File: config.mk
export PLATFORM = sky130hd
export DESIGN_NAME = wb_master_bridge
export DESIGN_NICKNAME = d
export VERILOG_FILES = /design/src/rtl/wb_master_bridge.sv
export SDC_FILE = /design/constraint.sdc
export NUM_CORES = 1
export LEC_CHECK = 0
export CAP_MARGIN = 20
export CORE_MARGIN = 2
export CORE_UTILIZATION = 30
export CTS_CLUSTER_SIZE = 20
export DETAILED_ROUTE_END_ITERATION = 8
export GPL_TIMING_DRIVEN = 0
export SYNTH_ARGS = -nofsm -noshare
export SYNTH_HDL_FRONTEND = slang
export SYNTH_SLANG_ARGS = --single-unit
File: constraint.sdc
create_clock -name clk_i -period 2.9 [get_ports clk_i]
set_input_delay 0.435 -clock clk_i [delete_from_list [all_inputs] [get_ports clk_i]]
set_output_delay 0.435 -clock clk_i [all_outputs]
set_load 0.1 [all_outputs]
File: src/rtl/wb_master_bridge.sv
`default_nettype none
// ============================================================================
//  Module      : wb_master_bridge
//  Description : Turns a valid/ready command stream into single Wishbone
//                pipelined bus cycles and returns a valid/ready response
//                carrying read data, an error flag and a timeout flag.
//                Only one transaction is ever outstanding.
//  Revision    : 1.0 - initial release
// ----------------------------------------------------------------------------
//  Ports
//    clk_i, rst_n_i        : clock (rising edge), async active-low reset
//    req_*                 : command channel (we, byte address, data, sel)
//    rsp_*                 : response channel (data, err, timeout)
//    wb_cyc_o .. wb_dat_o  : Wishbone pipelined master outputs
//    wb_ack_i .. wb_dat_i  : Wishbone master inputs
// ============================================================================
module wb_master_bridge #(
    parameter int ADDR_WIDTH = 32,
    parameter int TIMEOUT    = 255
) (
    input  logic                  clk_i,
    input  logic                  rst_n_i,
    // command channel
    input  logic                  req_valid_i,
    output logic                  req_ready_o,
    input  logic                  req_we_i,
    input  logic [ADDR_WIDTH-1:0] req_addr_i,
    input  logic [31:0]           req_data_i,
    input  logic [3:0]            req_sel_i,
    // response channel
    output logic                  rsp_valid_o,
    input  logic                  rsp_ready_i,
    output logic [31:0]           rsp_data_o,
    output logic                  rsp_err_o,
    output logic                  rsp_timeout_o,
    // Wishbone master
    output logic                  wb_cyc_o,
    output logic                  wb_stb_o,
    output logic                  wb_we_o,
    output logic [ADDR_WIDTH-1:0] wb_adr_o,
    output logic [3:0]            wb_sel_o,
    output logic [31:0]           wb_dat_o,
    input  logic                  wb_ack_i,
    input  logic                  wb_err_i,
    input  logic                  wb_rty_i,
    input  logic                  wb_stall_i,
    input  logic [31:0]           wb_dat_i
);

    typedef enum logic [1:0] {
        ST_IDLE = 2'd0,
        ST_STB  = 2'd1,
        ST_WAIT = 2'd2,
        ST_RSP  = 2'd3
    } state_t;

    // One extra bit so the compare against TIMEOUT never wraps.
    localparam logic [16:0] C_TIMEOUT = 17'(TIMEOUT);

    state_t      r_state;
    logic [15:0] r_cnt;

    logic        w_term;
    logic [16:0] w_cnt_inc;

    assign w_term    = wb_ack_i | wb_err_i | wb_rty_i;
    assign w_cnt_inc = {1'b0, r_cnt} + 17'd1;

    always_ff @(posedge clk_i or negedge rst_n_i) begin
        if (!rst_n_i) begin
            r_state       <= ST_IDLE;
            r_cnt         <= '0;
            req_ready_o   <= 1'b0;
            rsp_valid_o   <= 1'b0;
            rsp_data_o    <= '0;
            rsp_err_o     <= 1'b0;
            rsp_timeout_o <= 1'b0;
            wb_cyc_o      <= 1'b0;
            wb_stb_o      <= 1'b0;
            wb_we_o       <= 1'b0;
            wb_adr_o      <= '0;
            wb_sel_o      <= '0;
            wb_dat_o      <= '0;
        end else begin
            case (r_state)
                ST_IDLE: begin
                    // req_ready_o is low for the first cycle after reset
                    // release, so acceptance also requires it to be high.
                    if (req_valid_i && req_ready_o) begin
                        req_ready_o <= 1'b0;
                        wb_cyc_o    <= 1'b1;
                        wb_stb_o    <= 1'b1;
                        wb_we_o     <= req_we_i;
                        wb_adr_o    <= req_addr_i;
                        wb_dat_o    <= req_data_i;
                        wb_sel_o    <= req_sel_i;
                        r_cnt       <= '0;
                        r_state     <= ST_STB;
                    end else begin
                        req_ready_o <= 1'b1;
                    end
                end

                ST_STB, ST_WAIT: begin
                    r_cnt <= w_cnt_inc[15:0];
                    if (w_term || (w_cnt_inc == C_TIMEOUT)) begin
                        // Close the bus cycle; bus outputs return to zero
                        // so they read as idle while the response waits.
                        wb_cyc_o    <= 1'b0;
                        wb_stb_o    <= 1'b0;
                        wb_we_o     <= 1'b0;
                        wb_adr_o    <= '0;
                        wb_sel_o    <= '0;
                        wb_dat_o    <= '0;
                        rsp_valid_o <= 1'b1;
                        r_state     <= ST_RSP;
                        if (w_term) begin
                            // A slave termination beats a coincident timeout;
                            // err/rty beat ack, and only a read ack carries data.
                            rsp_err_o     <= wb_err_i | wb_rty_i;
                            rsp_timeout_o <= 1'b0;
                            rsp_data_o    <= (!wb_err_i && !wb_rty_i && !wb_we_o)
                                             ? wb_dat_i : 32'd0;
                        end else begin
                            rsp_err_o     <= 1'b1;
                            rsp_timeout_o <= 1'b1;
                            rsp_data_o    <= 32'd0;
                        end
                    end else if ((r_state == ST_STB) && !wb_stall_i) begin
                        // Strobe taken by the slave; keep cyc and wait.
                        wb_stb_o <= 1'b0;
                        r_state  <= ST_WAIT;
                    end
                end

                ST_RSP: begin
                    if (rsp_ready_i) begin
                        rsp_valid_o   <= 1'b0;
                        rsp_data_o    <= '0;
                        rsp_err_o     <= 1'b0;
                        rsp_timeout_o <= 1'b0;
                        req_ready_o   <= 1'b1;
                        r_state       <= ST_IDLE;
                    end
                end

                default: begin
                    r_state <= ST_IDLE;
                end
            endcase
        end
    end

endmodule
`default_nettype wire

After elaboration in Yosys (flattened, before gate mapping):

Index checks and enable logic that the tools add are counted.

* output and inout port bits: 107
* word-level logic and storage cells: 85
* flip-flop bits (word level): 125

* add/subtract/negate cells: 1
* bitwise logic cells: 3
* equal/unequal tests: 8
* reductions and logical operators: 20
* mux-type cells: 40

Operators by type and width (number)
* $mux W32: 7
* $pmux W32 S2: 3
* $pmux W16 S2: 1
* $add A16 B1 Y17 const B: 1
* $eq A17 B8 Y1 const B: 1
* $mux W16: 1
* $pmux W1 S2: 7
* $mux W1: 13
* $reduce_and A3 Y1: 4
* $mux W2: 4
* $mux W4: 2
* $pmux W4 S2: 1
* $ne A2 B2 Y1 const B: 3
* $pmux W2 S3: 1
* $reduce_bool A2 Y1: 3
* $eq A2 B2 Y1 const B: 2
* $logic_and A1 B1 Y1: 4
* $logic_not A1 Y1: 4
* $reduce_and A2 Y1: 2
* $ne A3 B3 Y1 const B: 1
* $or A1 B1 Y1: 3
* $eq A2 B1 Y1 const B: 1
* $logic_not A2 Y1: 1
* $reduce_or A2 Y1: 1
* $logic_or A1 B1 Y1: 1

Depth between registers and ports, before layout:

* depth after elaboration: 7
* depth in mapped cells: 10
* depth with buffers taken out: 9

Worst setup path before layout:

No wires, ideal clock.

* path kind: register to register
* from: register r_cnt[0]
* to: register rsp_data_o[0]
* arrival: 2.310 ns
* slack: 0.468 ns
* data required time: 2.778 ns
* clock period less this slack: 2.432 ns
* library setup time: 0.122 ns
* buffers on the path: 2
* stages on the path, launching flop included: 11
* cell sequence: dfrtp_1 ha_1 buf_2 nand4_1 nor4_2 xnor2_1 o2111ai_1 o211ai_2 o211ai_4 buf_6 a22o_1

* cells in the longest elaborated chain, start to end: 5

RTL lines
* start, declared: line 61 `logic [15:0] r_cnt;`
* start signal, assigned: line 105 `r_cnt <= w_cnt_inc[15:0];`
* $add A16 B1 Y17: line 67 `assign w_cnt_inc = {1'b0, r_cnt} + 17'd1;`
* $eq A17 B8 Y1: line 106 `if (w_term || (w_cnt_inc == C_TIMEOUT)) begin`
* $logic_or A1 B1 Y1: line 106
* $ne A2 B2 Y1 (no line)
* $reduce_and A3 Y1 (no line)
* end signal, assigned: line 122 `rsp_data_o <= (!wb_err_i && !wb_rty_i && !wb_we_o)`
* end, declared: line 33 `output logic [31:0] rsp_data_o,`

No other way between the ends.
A chain may end at the register's enable or synchronous reset.

Worst setup path after layout:

* from: register r_cnt[0]
* to: register rsp_data_o[2]

The elaborated chain is that of the path after synthesis.

==> metrics.cfg <==
[clock_network]
insertion_delay_ps = 420
root_buffer = clkbuf_16
path_clk_slew_ps = 60
clockBufferDepth = 2
cts_buffers = 17
cts_max_level = 4
clock_sinks = 125
cts_tree = built

[floorplan]
die_h_um = 136
core_um2 = 17100
io_pins = 216
die_area_um2 = 18400
row_count = 48
dieWidth_um = 136
start_util_pct = 30.4

[placement]
portBuffers = 215
place_hpwl_mm = 11.0
gp_congestion = 0.834
placed_area_um2 = 7660
place_ws_ps = -152

[routing]
drtAntennaViolNets = 0
vias_per_cell = 4.97
first_pass_iters = 4
wire_per_inst_um = 17.1
drt-initial-drc-count = 169
drc = 0
routed_wl_mm = 15.3
vias = 4444

[logic_synthesis]
synth-edff-count = 0
yosys_most_used_dff = dfrtp_1
postSynthCellCount = 417
synthArstFlopShare_pct = 100
syn-num-nets = 531
yosys_warnings = 0
syn_area_per_cell_um2 = 12.5
synth_top_cell_by_area = dfrtp_1
synth.cell_area_um2 = 5200
synth_seq_cells = 125
synth.distinct_cells = 47
seq_area_frac_synth_pct = 60.2
synth_top_cell_area_share_pct = 60.2
ys_top_cells_by_area = dfrtp_1 60%, a22o_1 17%, o21ai_0 3.3%, buf_6 2.2%, nand2_1 1.9%

[finish]
antenna_cells = 0
finalInstanceArea_um2 = 8310
fillers = 1538
multi_input_area_um2 = 1860
nets = 770
area_growth_syn_to_layout_pct = 59.8
drive_gt1_share_pct = 9.72
regArea_um2 = 3130

[min_path]
worstHoldStart = wb_stb_o
holdPathEnd = wb_stb_o
hold_path_depth = 1
holdCritPathClass = reg -> reg

[job]
drv_cap = 0

[grt]
grt_pass1_vias = 4636
use_met1_pct = 21.8
track_usage_pct = 17.1
grt_max_degree = 83
busiest_layer = met2
overflow = 0
use_met3_pct = 6.21
globalRouteMet2Util_pct = 27.2
grt_pass1_wl_mm = 24.5
antenna_found_initial = 1

[critical_path]
r2r_setup_slack_ps = 320
worstRegToRegCells = 12
critPathArrivalTime_ps = 2880
timing.rr.start = r_cnt[0]
critPathRequiredTime_ps = 3200
cp-end-kind = flop
crit_path_start_kind = flop
critPathMaxFanout = 10
startpoint = r_cnt[0]
reg2reg_to = rsp_data_o[2]
critPathKind = reg -> reg

[power_and_ir_drop]
powerDensity_nw_per_um2 = 1170
power_mw = 9.72
max-vdd-ir-drop_uv = 528
p_leak_nw = 3.63

[sta]
relSlewSlack_pct = 31.5
setup_slack_ps = 321
post-route-period-util_pct = 88.9
drv_slew = 0
worst_pin_slew_ps = 1020
period_minus_slack_ps = 2580
finalSetupViolations = 0
final.setup_skew_ps = 12.4
fmax_ghz = 0.388
hold_viol = 0
grt_setup_unrepaired = no

[outcome]
status = finished clean

-- layout by cell type (no fill, tap or decap), types with 4 or more instances in the layout --
master / instances
and3_1: 4
inv_1: 5
o21ai_0: 34
clkbuf_16: 17
a21oi_1: 4
dfrtp_1: 125
nand4_1: 6
nor2_1: 6
buf_6: 11
nand2b_1: 4
nor3_1: 5
nand2_1: 26
clkbuf_1: 13
buf_2: 6
nand3_1: 9
ha_1: 5
a21o_1: 4
buf_4: 4
clkdlybuf4s50_1: 214
a22o_1: 101
xor2_1: 5
-- flip-flops by register name, summed over array words and instances (netlist names) --
register       flops
r_cnt             16
r_state            2
req_ready_o        1
rsp_data_o        32
rsp_err_o          1
rsp_timeout_o      1
rsp_valid_o        1
wb_adr_o          32
wb_cyc_o           1
wb_dat_o          32
wb_sel_o           4
wb_stb_o           1
wb_we_o            1
-- per-stage QoR --
stage | setup TNS (ps) | std cells | utilization [%] | hold slack, ps
after floorplan | 0 | 417 | - | 139
after global placement | -426420 | 857 | 44.6 | 461
after detailed placement | -10650 | 858 | 44.8 | 384
after CTS | 0 | 892 | 48.3 | 482
after global routing | 0 | 894 | 48.5 | 505
final | 0 | 894 | 48.5 | 477
-- cell type report --
cell class / count / area share (%)
Multi-Input combinational cell: 254 / 22.4
Clock inverter: 15 / 1.94
Clock buffer: 17 / 5.12
Inverter: 5 / 0.226
Sequential cell: 125 / 37.7
Buffer: 32 / 2.47
Tap cell: 225 / 3.39
Timing Repair Buffer: 221 / 26.7
-- kinds of logic after synthesis --
| logic type | Yosys count | share of synthesized area [%] |
|---|---|---|
| and+or+nand+nor | 79 | 8.52 |
| buffers and inverters | 38 | 4.33 |
| muxes | 1 | 0.193 |
| adders and majority gates | 5 | 1.20 |
| DFF | 125 | 60.2 |
| AOI/OAI and AO/OA | 162 | 24.4 |
| xor gates and xnor gates | 7 | 1.18 |
-- report_power, final --
group	switching [mW]	internal [mW]	leakage (nW)	total [mW]
Clock	0.831	1.28	0.282	2.11
Combinational	3.82	1.45	1.63	5.27
Sequential	0.233	2.12	1.71	2.35
Total	4.88	4.84	3.63	9.72
-- synth_stat cells, types with 2 or more instances --
master	number
a21boi_0	3
a21o_1	4
a21oi_1	4
a22o_1	101
a31oi_1	3
and2_1	2
and3_1	4
buf_2	6
buf_6	10
clkbuf_1	16
dfrtp_1	125
ha_1	5
inv_1	5
nand2_1	26
nand2b_1	4
nand3_1	9
nand3_2	2
nand3b_1	2
nand4_1	6
nor2_1	6
nor2b_1	2
nor3_1	5
nor4_1	2
nor4_2	2
o21ai_0	34
o31ai_1	3
xnor2_1	2
xor2_1	5
-- repair_timing --
action	in CTS	in global routing
cloned	0	0
pin swaps	0	1
endpoints found under the hold margin	43	0
endpoints found under the setup margin	100	107
hold buffers	1	0
buffers inserted	1	3
gates resized for setup	2	4
-- metal layers --
metal	routed length (µm)	vias up
met5	12	-
met4	154	2
met3	1040	13
met2	7280	158
met1	6820	2208
li1	-	2063
-- critical path, cell delays in order (launching register included) --
cell and delay, ps:
dfrtp_1 390, ha_1 170, buf_2 190, nand4_1 100, buf_4 180, nor4_4 200
xnor2_1 150, o2111ai_1 160, o211ai_2 200, buf_4 160, o211ai_4 130, buf_6 180
a22o_1 240
-- worst max-delay path by stage --
stage,end,slack [ps],cells past startpoint
floorplan,rsp_data_o[0],470,10
global placement,rsp_data_o[13],-3390,1
detailed placement,wb_adr_o[9],-150,10
CTS,wb_adr_o[1],20,9
global route,r_cnt[12],70,9
finish,rsp_data_o[2],320,12
Note: power is estimated with default switching activity, not from simulation.
